### config.mk
export PLATFORM = sky130hd
export DESIGN_NAME = mem_sequencer_flat
export DESIGN_NICKNAME = d
export VERILOG_FILES = /design/src/rtl/mem_sequencer_if.sv /design/src/rtl/mem_sequencer.sv /design/src/flat_wrapper.sv
export SDC_FILE = /design/constraint.sdc
export NUM_CORES = 1
export LEC_CHECK = 0
export CAP_MARGIN = 20
export CORE_UTILIZATION = 30
export CTS_CLUSTER_DIAMETER = 200
export CTS_CLUSTER_SIZE = 40
export DETAILED_ROUTE_END_ITERATION = 16
export GPL_TIMING_DRIVEN = 0
export MAX_ROUTING_LAYER = met4
export PLACE_DENSITY = 0.67
export SLEW_MARGIN = 20
export SYNTH_ARGS = -nofsm -noshare
export SYNTH_HDL_FRONTEND = slang
export SYNTH_SLANG_ARGS = --single-unit
### constraint.sdc
create_clock -name clock -period 2.35 [get_ports clock]
set_input_delay 0.47 -clock clock [delete_from_list [all_inputs] [get_ports clock]]
set_output_delay 0.47 -clock clock [all_outputs]
set_load 0.02 [all_outputs]
### src/rtl/mem_sequencer_if.sv
// mem_sequencer_if -- request/response bus between a bus master and mem_sequencer.
//
// Signals:
//   req_valid  master -> seq  request present
//   req_ready  seq -> master  sequencer can accept a request
//   req_we     master -> seq  1 = write, 0 = read
//   req_addr   master -> seq  16-bit word address
//   req_wdata  master -> seq  16-bit write data
//   req_be     master -> seq  byte enables {upper, lower}
//   resp_valid seq -> master  one-cycle completion pulse
//   resp_rdata seq -> master  read data, valid with resp_valid after a read
//
// Modports: master (request issuer), slave (mem_sequencer).
interface mem_sequencer_if;
   logic        req_valid;
   logic        req_ready;
   logic        req_we;
   logic [15:0] req_addr;
   logic [15:0] req_wdata;
   logic [1:0]  req_be;
   logic        resp_valid;
   logic [15:0] resp_rdata;

   modport master (
      output req_valid, req_we, req_addr, req_wdata, req_be,
      input  req_ready, resp_valid, resp_rdata
   );

   modport slave (
      input  req_valid, req_we, req_addr, req_wdata, req_be,
      output req_ready, resp_valid, resp_rdata
   );
endinterface

### src/rtl/mem_sequencer.sv
// mem_sequencer -- single-word read/write sequencer in front of the SRAM
// interface block (MAR/MDR pair with a 16-bit SRAM behind it).
//
// Ports:
//   clock        system clock, rising edge
//   reset_n      asynchronous active-low reset
//   bus          mem_sequencer_if.slave request/response handshake
//   reg_load_ub  load upper byte of selected register (MAR/MDR)
//   reg_load_lb  load lower byte of selected register
//   reg_sel      1 = MAR, 0 = MDR
//   read         capture SRAM data into MDR at this edge
//   write        SRAM write strobe
//   reg_d        register load data
//   reg_q        selected register contents
//
// Parameter WAIT_CYCLES (1..15): SRAM hold cycles before capture / write strobe length.
// Optional macro MEM_SEQ_RMW_EN: partial byte writes become read-modify-write,
// and a write with no byte enabled completes without touching the SRAM.
module mem_sequencer #(
   parameter int unsigned WAIT_CYCLES = 2
) (
   input  logic        clock,
   input  logic        reset_n,
   mem_sequencer_if.slave bus,
   output logic        reg_load_ub,
   output logic        reg_load_lb,
   output logic        reg_sel,
   output logic        read,
   output logic        write,
   output logic [15:0] reg_d,
   input  logic [15:0] reg_q
);

   typedef enum logic [3:0] {
      ST_IDLE, ST_ADDR, ST_DATA, ST_WAIT, ST_READ, ST_LATCH, ST_WRITE, ST_RESP
`ifdef MEM_SEQ_RMW_EN
      , ST_MERGE
`endif
   } state_t;

   localparam logic [3:0] WAIT_LOAD = 4'(WAIT_CYCLES - 1);

   state_t      state, state_n;
   logic [3:0]  cnt, cnt_n;
   logic        we_q;
   logic [15:0] wdata_q;
   logic        accept;
   logic        full_write;

   logic        ready_n, resp_valid_n, load_ub_n, load_lb_n, sel_n, read_n, write_n;
   logic [15:0] reg_d_n;

`ifdef MEM_SEQ_RMW_EN
   logic [1:0]  be_q;
   assign full_write = we_q && (be_q == 2'b11);
`else
   assign full_write = we_q;
`endif

   assign accept = bus.req_valid && bus.req_ready;

   always_comb begin
      state_n = state;
      cnt_n   = cnt;
      case (state)
         ST_IDLE:
            if (accept) begin
`ifdef MEM_SEQ_RMW_EN
               if (bus.req_we && bus.req_be == 2'b00) state_n = ST_RESP;
               else                                   state_n = ST_ADDR;
`else
               state_n = ST_ADDR;
`endif
            end
         ST_ADDR:
            if (full_write) begin
               state_n = ST_DATA;
            end else begin
               state_n = ST_WAIT;
               cnt_n   = WAIT_LOAD;
            end
         ST_DATA: begin
            state_n = ST_WRITE;
            cnt_n   = WAIT_LOAD;
         end
         ST_WAIT:
            if (cnt == 4'd0) state_n = ST_READ;
            else             cnt_n   = cnt - 4'd1;
         ST_READ:
`ifdef MEM_SEQ_RMW_EN
            // A write reaching READ is a partial write: merge the new lane into MDR.
            if (we_q) state_n = ST_MERGE;
            else      state_n = ST_LATCH;
         ST_MERGE: begin
            state_n = ST_WRITE;
            cnt_n   = WAIT_LOAD;
         end
`else
            state_n = ST_LATCH;
`endif
         ST_LATCH: state_n = ST_RESP;
         ST_WRITE:
            if (cnt == 4'd0) state_n = ST_RESP;
            else             cnt_n   = cnt - 4'd1;
         ST_RESP:  state_n = ST_IDLE;
         default:  state_n = ST_IDLE;
      endcase
   end

   // Outputs are decoded from the next state and registered, so every output
   // is a flop whose value matches the state it is present in.
   always_comb begin
      ready_n      = 1'b0;
      resp_valid_n = 1'b0;
      load_ub_n    = 1'b0;
      load_lb_n    = 1'b0;
      sel_n        = 1'b0;
      read_n       = 1'b0;
      write_n      = 1'b0;
      reg_d_n      = '0;
      case (state_n)
         ST_IDLE: ready_n = 1'b1;
         ST_ADDR: begin
            // ADDR is only entered from the accept edge, so the address comes straight from the bus.
            sel_n     = 1'b1;
            load_ub_n = 1'b1;
            load_lb_n = 1'b1;
            reg_d_n   = bus.req_addr;
         end
         ST_DATA: begin
            load_ub_n = 1'b1;
            load_lb_n = 1'b1;
            reg_d_n   = wdata_q;
         end
`ifdef MEM_SEQ_RMW_EN
         ST_MERGE: begin
            load_ub_n = be_q[1];
            load_lb_n = be_q[0];
            reg_d_n   = wdata_q;
         end
`endif
         ST_READ:  read_n       = 1'b1;
         ST_WRITE: write_n      = 1'b1;
         ST_RESP:  resp_valid_n = 1'b1;
         default: ;
      endcase
   end

   always_ff @(posedge clock or negedge reset_n) begin
      if (!reset_n) begin
         state          <= ST_IDLE;
         cnt            <= '0;
         we_q           <= 1'b0;
         wdata_q        <= '0;
`ifdef MEM_SEQ_RMW_EN
         be_q           <= '0;
`endif
         bus.req_ready  <= 1'b0;
         bus.resp_valid <= 1'b0;
         bus.resp_rdata <= '0;
         reg_load_ub    <= 1'b0;
         reg_load_lb    <= 1'b0;
         reg_sel        <= 1'b0;
         read           <= 1'b0;
         write          <= 1'b0;
         reg_d          <= '0;
      end else begin
         state          <= state_n;
         cnt            <= cnt_n;
         if (state == ST_IDLE && accept) begin
            we_q    <= bus.req_we;
            wdata_q <= bus.req_wdata;
`ifdef MEM_SEQ_RMW_EN
            be_q    <= bus.req_be;
`endif
         end
         if (state == ST_LATCH) bus.resp_rdata <= reg_q;
         bus.req_ready  <= ready_n;
         bus.resp_valid <= resp_valid_n;
         reg_load_ub    <= load_ub_n;
         reg_load_lb    <= load_lb_n;
         reg_sel        <= sel_n;
         read           <= read_n;
         write          <= write_n;
         reg_d          <= reg_d_n;
      end
   end

endmodule

### src/flat_wrapper.sv
// flat-port wrapper written by rule: the top's interface ports become plain ports
module mem_sequencer_flat 
#(
   parameter int unsigned WAIT_CYCLES = 2
)
  (clock, reset_n, reg_load_ub, reg_load_lb, reg_sel, read, write, reg_d, reg_q, bus_req_valid, bus_req_we, bus_req_addr, bus_req_wdata, bus_req_be, bus_req_ready, bus_resp_valid, bus_resp_rdata);
  mem_sequencer_if bus_i ();
  input  logic clock;
  input  logic reset_n;
  output logic reg_load_ub;
  output logic reg_load_lb;
  output logic reg_sel;
  output logic read;
  output logic write;
  output logic [15:0] reg_d;
  input  logic [15:0] reg_q;
  input wire logic [$bits(bus_i.req_valid)-1:0] bus_req_valid;
  input wire logic [$bits(bus_i.req_we)-1:0] bus_req_we;
  input wire logic [$bits(bus_i.req_addr)-1:0] bus_req_addr;
  input wire logic [$bits(bus_i.req_wdata)-1:0] bus_req_wdata;
  input wire logic [$bits(bus_i.req_be)-1:0] bus_req_be;
  output wire logic [$bits(bus_i.req_ready)-1:0] bus_req_ready;
  output wire logic [$bits(bus_i.resp_valid)-1:0] bus_resp_valid;
  output wire logic [$bits(bus_i.resp_rdata)-1:0] bus_resp_rdata;
  assign bus_i.req_valid = bus_req_valid;
  assign bus_i.req_we = bus_req_we;
  assign bus_i.req_addr = bus_req_addr;
  assign bus_i.req_wdata = bus_req_wdata;
  assign bus_i.req_be = bus_req_be;
  assign bus_req_ready = bus_i.req_ready;
  assign bus_resp_valid = bus_i.resp_valid;
  assign bus_resp_rdata = bus_i.resp_rdata;
  mem_sequencer #(.WAIT_CYCLES(WAIT_CYCLES)) u_core (.clock(clock), .reset_n(reset_n), .bus(bus_i), .reg_load_ub(reg_load_ub), .reg_load_lb(reg_load_lb), .reg_sel(reg_sel), .read(read), .write(write), .reg_d(reg_d), .reg_q(reg_q));
endmodule
==> impl_results.md, run 1 <==
* RSZ-0062 raised after global routing: false
* Area Growth Syn to Fin at 50.4%
* CP endpoint: u_core.bus.resp_rdata[6]
* Root Buffer: clkbuf_8
* P_leak at 1.74 nW
* IO Port Bufs at 90
* DRC viols at 0
* RR Endpoint: u_core.bus.resp_rdata[6]
* Synth Cell Area at 2540 um^2
* Leading post-synthesis cells by cell area: dfrtp_1, nand2_1, mux2_2, a22o_1, buf_2
* Yosys warns at 0
* Detailed Route WL at 5700 um
* Cts bufs inserted at 9
* Vias in the first global route at 1958
* RR Startpoint: u_core.state[1]
* Yosys reg bits at 63
* Syn Area/Cell at 11.9 um^2
* Skew final at 0.00756 ns
* Min Clock Period, post-route at 1.90 ns
* Post-Layout Cell Count at 426
* Number of diodes at 0
* Antenna Nets Post-Route at 0
* Number of enable flip-flop cells after synthesis at 0
* Post-DP HPWL at 4080 um
* Worst-case reg-to-reg path depth at 5
* Post-synth ARST share at 100%
* Starting Density at 30.9%
* Largest net degree at the start of global routing at 44
* Hold_buf cts at 0
* Actual slew at the worst max-slew pin at 0.504 ns
* Max cap viols at 0
* H-tree levels at 3
* Sequential share of the synthesized area at 62.1%
* Fin. Hold Viols at 0
* Peak Freq at 528 MHz
* Core Util, Final at 46.5%
* Primary FF master, synth: dfrtp_1
* WP data required at 2.56 ns
* Commonest cells post-synth: dfrtp_1, nand2_1, a22o_1, mux2_2, nor2_1
* Die X at 94.0 um
* Final Slew Violations at 0
* Crit start category: register
* Placed insts at 410
* Storage cell area at 1580 um^2
* Row count at 33
* Gr usage total at 14.6%
* Power per cell area at 1120 nW/um^2
* Max-slew headroom at 66.4%
* Peak supply drop at 0.363 mV
* Cell count after synthesis at 214
* Initial DRC Count at 31
* Crit path DAT at 2.11 ns
* Setup repair bufs after CTS at 0
* Ports at 93
* CP startpoint: u_core.state[1]
* Hold crit path type: in -> async
* CTS clock-pin slew for the worst setup and hold paths at 0.07 ns
* Via count at 1941
* Syn Nets at 269
* Max clock buf depth at 2
* Die ar. at 8840 um^2
* Multi-input gate area at 877 um^2
* Unique cell type count in the Yosys netlist at 40
* Tcrit/Tclk final at 80.6%
* CTS tree: built
* Synth area leader: dfrtp_1
* Worst R2R Setup Slack at 0.45 ns
* Share of cells above drive strength 1 at 15.9%
* Critical path class: reg -> reg
* Total Power at 4.26 mW
* Count leader, synth: dfrtp_1
* Fillcell total at 762
* Fin nets at 371
* Gpl congestion at 0.879
* Drt pass-1 iters at 4
* Congestion Overflow GR at 0
* Initial antenna violation count at 0
* PostCTS Resize Cnt at 0
* Die Y-Extent at 94.0 um
* Top cell type's share of synthesized area at 62.1%
* Wirelength per Cell at 13.4 um
* First-pass GRT wire length at 9540 um
* Vias/cell at 4.56
* Crit Path Max Fanout at 10
* Final setup viols at 0
* Core area at 8220 um^2
* Status: finished, final reports clean
* CP Capture Type: register
* Clock sink count at 63
* Worst skew pair latency at 0.33 ns
## worst max-delay path, cell delays in order, from the launching register on
cell     delay [ns]
dfrtp_1        0.38
buf_2          0.17
nor2b_1        0.21
nor3b_4        0.41
buf_4          0.26
mux2_2         0.35
## metrics by stage
stage / TNS [ns] / cell area (um^2) / hold slack (ns) / worst slack (ns)
global placement: -77.38 / 3570 / 0.460 / -1.23
finish: 0 / 3820 / 0.0205 / 0.455
global route: 0 / 3820 / 0.0141 / 0.253
floorplan: 0 / 2540 / 0.174 / 0.589
CTS: 0 / 3820 / 0.00990 / 0.413
detailed placement: 0 / 3590 / 0.379 / 0.270
## sequential cells by signal, summed over array words and instances (netlist names)
register	flops
u_core.state	4
u_core.bus.resp_valid	1
u_core.reg_sel	1
u_core.wdata_q	16
u_core.full_write	1
u_core.write	1
u_core.cnt	4
u_core.bus.req_ready	1
u_core.reg_d	16
u_core.bus.resp_rdata	16
u_core.reg_load_ub	1
u_core.read	1
## layout by cell type, fill, tap and decap left out, drive strengths merged, types with 2 or more instances in the layout
cell type / count
clkinv: 2
o21ai: 2
mux2i: 3
nand2b: 3
nor3: 3
dfrtp: 63
a21oi: 2
bufinv: 2
inv: 4
nor2b: 3
clkbuf: 11
a22o: 16
nor3b: 5
mux2: 17
nor2: 8
nand2: 54
buf: 13
clkdlybuf4s50: 89
clkinvlp: 2
## layer usage
layer / part of all wire, % / global-route usage [%] / vias to the layer above / routed length [um]
met5: 0 / - / - / 0
met4: 1.4 / 6.15 / 0 / 77
met3: 5.4 / 3.88 / 9 / 307
met2: 49 / 23.2 / 60 / 2810
met1: 44 / 17.7 / 941 / 2510
li1: - / - / 931 / -
## kinds of logic (layout without fill, tap and decap cells)
logic type / Yosys count / in the layout / synth area share (%)
and+or+nand+nor: 86 / 86 / 16.5
DFF: 63 / 63 / 62.1
AOI/OAI and AO/OA: 26 / 26 / 8.23
muxes: 20 / 20 / 8.87
buffers and inverters: 16 / 123 / 3.40
adders and majority gates: 1 / 1 / 0.493
other: 1 / 1 / 0.148
xor gates and xnor gates: 1 / 1 / 0.345
## final cells by class
type | count | area share [%]
plain buffers | 12 | 1.87
clock buffers | 10 | 3.60
clock inverters | 6 | 2.42
inverters | 4 | 0.393
multi-input cells | 135 | 23.0
flip-flops and latches | 63 | 41.3
well taps | 105 | 3.44
repair buffers | 91 | 24.0
## worst min-delay path by stage
stage	endpoint	slack (ns)	cells after the start
final	u_core.cnt[0]	0.02	1
after CTS	u_core.wdata_q[15]	0.01	1
after global routing	u_core.wdata_q[8]	0.01	1
after floorplan	u_core.bus.req_ready	0.17	0
after detailed placement	u_core.cnt[0]	0.38	1
after global placement	u_core.wdata_q[1]	0.46	2
## power by group
part | internal, mW | switching (mW) | leakage [nW]
registers | 1.45 | 0.191 | 0.822
logic | 0.789 | 0.757 | 0.812
clock network | 0.632 | 0.439 | 0.109
total | 2.88 | 1.39 | 1.74
Note: power is estimated with default switching activity, not from simulation.
==> run 2: changes to the inputs <==
--- a/config.mk
+++ b/config.mk
@@ -12,7 +12,7 @@
 export DETAILED_ROUTE_END_ITERATION = 16
 export GPL_TIMING_DRIVEN = 0
 export MAX_ROUTING_LAYER = met4
-export PLACE_DENSITY = 0.67
+export PLACE_DENSITY = 0.69
 export SLEW_MARGIN = 20
 export SYNTH_ARGS = -nofsm -noshare
 export SYNTH_HDL_FRONTEND = slang
==> constraint.sdc (replaced) <==
create_clock -name clock -period 1.7 [get_ports clock]
set_input_delay 0.34 -clock clock [delete_from_list [all_inputs] [get_ports clock]]
set_output_delay 0.34 -clock clock [all_outputs]
set_load 0.02 [all_outputs]
==> run 2 against run 1 <==
  * Critical path depth decreased by 1
  * Non-clock buffer count increased by 5
  * Cell area increased by 3.5%
  * Clock power increased by 47%
  * The run now ends with negative setup slack left
  * Utilization increased by 1.6 points
  * Setup slack got worse by 0.51 ns
  * Combinational power increased by 45%
  * Via count decreased by 0.31%
  * Critical endpoint is now u_core.cnt[1]
  * Clock skew about the same
  * Largest power group unchanged
  * First-iteration DRC count increased by 100%
==> impl_results.md, run 2 (synthesized netlist as in run 1, its figures left out) <==
* Clock sink count at 63 (unchanged)
* WP data required at 1.91 ns (-0.65 ns)
* Total Power at 6.11 mW (+43%)
* Slowest CP cell: or4b_4
* Die Y-Extent at 94.0 um (unchanged)
* Worst path max stage delay at 0.55 ns (+0.14 ns)
* Final Slew Violations at 0 (unchanged)
* Cts bufs inserted at 9 (unchanged)
* Hold crit path type: in -> async
* RSZ-0062 raised after global routing: true
* Initial antenna violation count at 0 (unchanged)
* Tcrit/Tclk final at 103% (+22 points)
* Critical path class: reg -> reg
* Max cap viols at 0 (unchanged)
* Drt pass-1 iters at 4 (unchanged)
* Wirelength per Cell at 13.3 um (-0.99%)
* Worst-case reg-to-reg path depth at 4 (-1)
* Crit Path Max Fanout at 3 (-7)
* Number of diodes at 0 (unchanged)
* Power per cell area at 1550 nW/um^2 (+39%)
* Row count at 33 (unchanged)
* Multi-input gate area at 927 um^2 (+5.7%)
* Detailed Route WL at 5710 um (+0.18%)
* Congestion Overflow GR at 0 (unchanged)
* Core area at 8220 um^2 (unchanged)
* Antenna Nets Post-Route at 0 (unchanged)
* Gr usage total at 14.3% (-0.30 points)
* Peak Freq at 571 MHz (+8.3%)
* Post-DP HPWL at 4010 um (-1.6%)
* P_leak at 1.80 nW (+3.2%)
* Fin. Hold Viols at 0 (unchanged)
* Area Growth Syn to Fin at 55.7%
* Largest regs: u_core.bus.resp_rdata x16, u_core.reg_d x16, u_core.wdata_q x16
* First-pass GRT wire length at 9290 um (-2.6%)
* Status: finished, violations left
* Min Clock Period, post-route at 1.75 ns (-0.145 ns)
* Worst-path cell chain: or4b_4 -> o32a_1 -> and2_4 -> mux2_4
* Via count at 1935 (-0.31%)
* Ports at 93 (unchanged)
* Commonest cells after routing, fill and taps aside: clkdlybuf4s50_1, dfrtp_1, nand2_1, a22o_1, mux2_2
* Share of cells above drive strength 1 at 19.6% (+3.7 points)
* Crit start category: register
* Crit path DAT at 1.96 ns (-0.15 ns)
* RR Endpoint: u_core.cnt[1]
* Fillcell total at 762 (unchanged)
* Starting Density at 30.9% (unchanged)
* IO Port Bufs at 90 (unchanged)
* Vias/cell at 4.49 (-1.5%)
* Skew final at 0.00756 ns (-0.00000150 ns)
* CTS clock-pin slew for the worst setup and hold paths at 0.07 ns (about the same)
* Vias in the first global route at 2034 (+3.9%)
* Peak supply drop at 0.487 mV (+34%)
* Gpl congestion at 0.807 (-8.2%)
* Final setup viols at 1 (+1)
* Largest net degree at the start of global routing at 51 (+16%)
* Hold slack at 0.403 ns (+0.383 ns)
* Dpl ws at -0.235 ns (-0.505 ns)
* Failing checks: negative setup slack
* Worst skew pair latency at 0.34 ns (about the same)
* RR Startpoint: u_core.state[2]
* DRC viols at 0 (unchanged)
* Worst R2R Setup Slack at -0.05 ns (-0.51 ns)
* CTS tree: built
* H-tree levels at 3 (unchanged)
* Storage cell area at 1580 um^2 (unchanged)
* Die ar. at 8840 um^2 (unchanged)
* Final WS setup at -0.0503 ns (-0.505 ns)
* Root Buffer: clkbuf_8
* CP Capture Type: register
* Fin nets at 376 (+1.3%)
* Initial DRC Count at 63 (+100%)
* Die X at 94.0 um (unchanged)
* Commonest non-fill, non-tap cell in the layout: clkdlybuf4s50_1
* Max clock buf depth at 2 (unchanged)
==> run 2: repair_timing <==
action	CTS	global route
endpoints found under the hold margin	13	0
pin swaps	3	5
cloned	0	0
setup endpoints to repair	43	35
gates resized for setup	9	11
hold buffers	1	0
buffers inserted	3	3
==> run 2: routing by layer <==
metal | GRT usage [%] | vias to the layer above | wire [um]
li1 | - | 943 | -
met4 | 6.15 | 0 | 72
met1 | 16.2 | 934 | 2540
met3 | 3.48 | 9 | 223
met5 | - | - | 0
met2 | 24.2 | 49 | 2880
==> run 2: power by group <==
part / internal (mW) / switching [mW]
combinational: 1.17 / 1.07
sequential: 2.01 / 0.287
clock: 0.978 / 0.593
total: 4.16 / 1.95
==> run 2: worst max-delay path by stage <==
stage	startpoint	endpoint	slack (ns)	cells after the start
final	u_core.state[2]	u_core.cnt[1]	-0.05	4
after detailed placement	bus_req_valid	u_core.reg_d[8]	-0.24	5
after CTS	u_core.state[2]	u_core.cnt[1]	-0.05	5
after global placement	reset_n	u_core.wdata_q[13]	-1.74	1
after global routing	u_core.state[2]	u_core.cnt[1]	-0.07	4
after floorplan	u_core.state[2]	u_core.cnt[1]	0.006	5
==> run 2: through the flow <==
step	setup TNS (ns)	instance area, um^2	utilization (%)	std cells
floorplan	0	2550	-	214
global placement	-116.22	3590	43.6	409
detailed placement	-7.73	3610	43.9	410
CTS	-0.0505	3910	47.6	429
global route	-0.0777	3950	48.1	431
finish	-0.0503	3950	48.1	431
==> run 2: cell type report <==
cell class,count,area share [%]
plain buffers,10,1.84
clock buffers,9,3.13
clock inverters,7,3.04
inverters,4,0.411
multi-input cells,135,23.4
flip-flops and latches,63,39.9
well taps,105,3.32
repair buffers,98,24.9
==> run 2: critical path: cells and delay by family, from the launching register on <==
family / cells / cell delay (ns)
AO/OA/AOI/OAI: 1 / 0.21
AND/OR/NAND/NOR: 2 / 0.71
multiplexers: 1 / 0.29
flip-flops: 1 / 0.42
==> run 3: changes to the inputs <==
--- a/config.mk
+++ b/config.mk
@@ -6,13 +6,13 @@
 export NUM_CORES = 1
 export LEC_CHECK = 0
 export CAP_MARGIN = 20
-export CORE_UTILIZATION = 30
+export CORE_UTILIZATION = 40
 export CTS_CLUSTER_DIAMETER = 200
 export CTS_CLUSTER_SIZE = 40
 export DETAILED_ROUTE_END_ITERATION = 16
 export GPL_TIMING_DRIVEN = 0
 export MAX_ROUTING_LAYER = met4
-export PLACE_DENSITY = 0.69
+export PLACE_DENSITY = 0.85
 export SLEW_MARGIN = 20
 export SYNTH_ARGS = -nofsm -noshare
 export SYNTH_HDL_FRONTEND = slang
==> constraint.sdc (replaced) <==
create_clock -name clock -period 1.7 [get_ports clock]
set_input_delay 0.17 -clock clock [delete_from_list [all_inputs] [get_ports clock]]
set_output_delay 0.17 -clock clock [all_outputs]
set_load 0.02 [all_outputs]
==> run 3 against run 2 <==
  * The run now ends clean
  * Sequential power about the same
  * Largest cell class unchanged
  * Power up 4.0%
  * Utilization increased by 18 points
  * First-iteration DRC count is 59% higher
  * Cell area is 0.22% higher
  * Critical endpoint unchanged
  * Count of clock-buffer cells in the layout did not move
  * Clock skew grew 0.00091 ns
  * Via count increased by 2.6%
  * Register-to-register slack improved by 0.06 ns
==> impl_results.md, run 3 (synthesized netlist as in run 1, its figures left out) <==
* Via count at 1986 (+2.6%)
* CP Capture Type: register
* Fin. Hold Viols at 0 (unchanged)
* Power per cell area at 1600 nW/um^2 (+3.8%)
* Core Util, Final at 65.8% (+18 points)
* Congestion Overflow GR at 0 (unchanged)
* Crit path DAT at 1.93 ns (-0.03 ns)
* Largest net degree at the start of global routing at 37 (-27%)
* Root Buffer: clkbuf_8
* Antenna Nets Post-Route at 0 (unchanged)
* Clock sink count at 63 (unchanged)
* Skew final at 0.00847 ns (+0.000911 ns)
* Final Slew Violations at 0 (unchanged)
* Initial antenna violation count at 0 (unchanged)
* Peak Freq at 591 MHz (+3.4%)
* Core area at 6030 um^2 (-27%)
* Worst path max stage delay at 0.41 ns (-0.14 ns)
* Die Y-Extent at 81.7 um (-13%)
* Fin nets at 380 (+1.1%)
* CTS clock-pin slew for the worst setup and hold paths at 0.07 ns (about the same)
* Number of diodes at 0 (unchanged)
* Final WS setup at 0.00731 ns (+0.0576 ns)
* Cts bufs inserted at 9 (unchanged)
* Peak supply drop at 1.10 mV (+130%)
* Max clock buf depth at 2 (unchanged)
* Die ar. at 6670 um^2 (-25%)
* IO Port Bufs at 90 (unchanged)
* Gpl congestion at 0.766 (-5.1%)
* Starting Density at 42.2% (+11 points)
* Hold crit path type: in -> async
* Initial DRC Count at 100 (+59%)
* Share of cells above drive strength 1 at 20.9% (+1.3 points)
* Min Clock Period, post-route at 1.69 ns (-0.0576 ns)
* Worst-path cell chain: inv_2 -> ha_4 -> or3b_4 -> nand3_2 -> and2_4 -> mux2_4
* Drt pass-1 iters at 6 (+2)
* Max cap viols at 0 (unchanged)
* Tcrit/Tclk final at 99.6% (-3.4 points)
* Vias/cell at 4.90 (+9.2%)
* Hold slack at 0.277 ns (-0.126 ns)
* P_leak at 1.81 nW (+0.80%)
* WP data required at 1.93 ns (+0.02 ns)
* Worst skew pair latency at 0.35 ns (about the same)
* Crit start category: register
* Detailed Route WL at 5980 um (+4.8%)
* Largest regs: u_core.bus.resp_rdata x16, u_core.reg_d x16, u_core.wdata_q x16
* First-pass GRT wire length at 9340 um (+0.59%)
* Crit Path Max Fanout at 4 (+1)
* Commonest cells after routing, fill and taps aside: clkdlybuf4s50_1, dfrtp_1, nand2_1, a22o_1, mux2_2
* Critical path class: reg -> reg
* DRC viols at 0 (unchanged)
* Ports at 93 (unchanged)
* CTS tree: built
* Status: finished, final reports clean
* Commonest non-fill, non-tap cell in the layout: clkdlybuf4s50_1
* H-tree levels at 3 (unchanged)
* Post-DP HPWL at 4060 um (+1.2%)
* RSZ-0062 raised after global routing: true
* Slowest CP cell: dfrtp_1
* Area Growth Syn to Fin at 56.0%
* Row count at 28 (-15%)
* Vias in the first global route at 1969 (-3.2%)
* Wirelength per Cell at 14.8 um (+12%)
* Gr usage total at 19.7% (+5.4 points)
* Die X at 81.7 um (-13%)
* Dpl ws at -0.257 ns (-0.0217 ns)
* Final setup viols at 0 (-1)
## run 3: power breakdown
group | switching [mW] | total [mW] | internal [mW] | leakage [nW]
clock | 0.619 | 1.75 | 1.13 | 0.126
combinational | 1.09 | 2.31 | 1.22 | 0.866
sequential | 0.293 | 2.30 | 2.01 | 0.822
## run 3: layout make-up
class / instances / area (um^2)
fillers: 447 / 2060
flip-flops and latches: 63 / 1580
repair buffers: 102 / 1000
multi-input cells: 135 / 932
clock inverters: 7 / 144
clock buffers: 9 / 124
well taps: 75 / 93.8
plain buffers: 10 / 71.3
inverters: 4 / 17.5
## run 3: worst paths after layout
check                                   from                 to  slack (ns)  depth (start not counted)
max                            u_core.cnt[1]      u_core.cnt[1]       0.007                          6
min                                  reset_n      u_core.cnt[3]        0.28                          2
max reg2reg                    u_core.cnt[1]      u_core.cnt[1]       0.007                          6
min reg2reg                u_core.wdata_q[5]  u_core.wdata_q[5]        0.48                          2
max in group asynchronous            reset_n    u_core.reg_d[2]        0.92                          3
min in group clock          bus_req_wdata[7]  u_core.wdata_q[7]        0.35                          3
## run 3: per-stage QoR
stage / instance area [um^2] / cells / TNS, ns / power, mW
2_1_floorplan: 2550 / 214 / 0 / 3.52
3_3_place_gp: 3550 / 379 / -98.20 / 4.39
3_5_place_dp: 3570 / 380 / -6.37 / 4.46
4_1_cts: 3890 / 399 / -0.0369 / 6.29
5_1_grt: 3960 / 405 / -0.0831 / 6.70
6_report: 3960 / 405 / 0 / 6.36
## run 3: worst max-delay path, delay by kind of cell (launching register included)
kind / cells / cell delay [ns]
buffers and inverters: 1 / 0.08
and+or+nand+nor: 3 / 0.67
adders and majority gates: 1 / 0.14
DFF: 1 / 0.41
muxes: 1 / 0.28
## run 3: metal layers
layer | global-route usage (%) | up-vias | share of wire (%)
li1 | - | 949 | -
met1 | 22.8 | 972 | 42
met2 | 32.1 | 54 | 51
met3 | 4.78 | 11 | 6.0
met4 | 10.0 | 0 | 1.7
met5 | - | - | 0
## run 3: timing repair
action,CTS,global route
hold buffers,1,0
cloned,0,0
buffers inserted,3,7
pin swaps,3,1
endpoints found under the setup margin,49,49
resized for setup,8,10
hold endpoints to repair,27,0
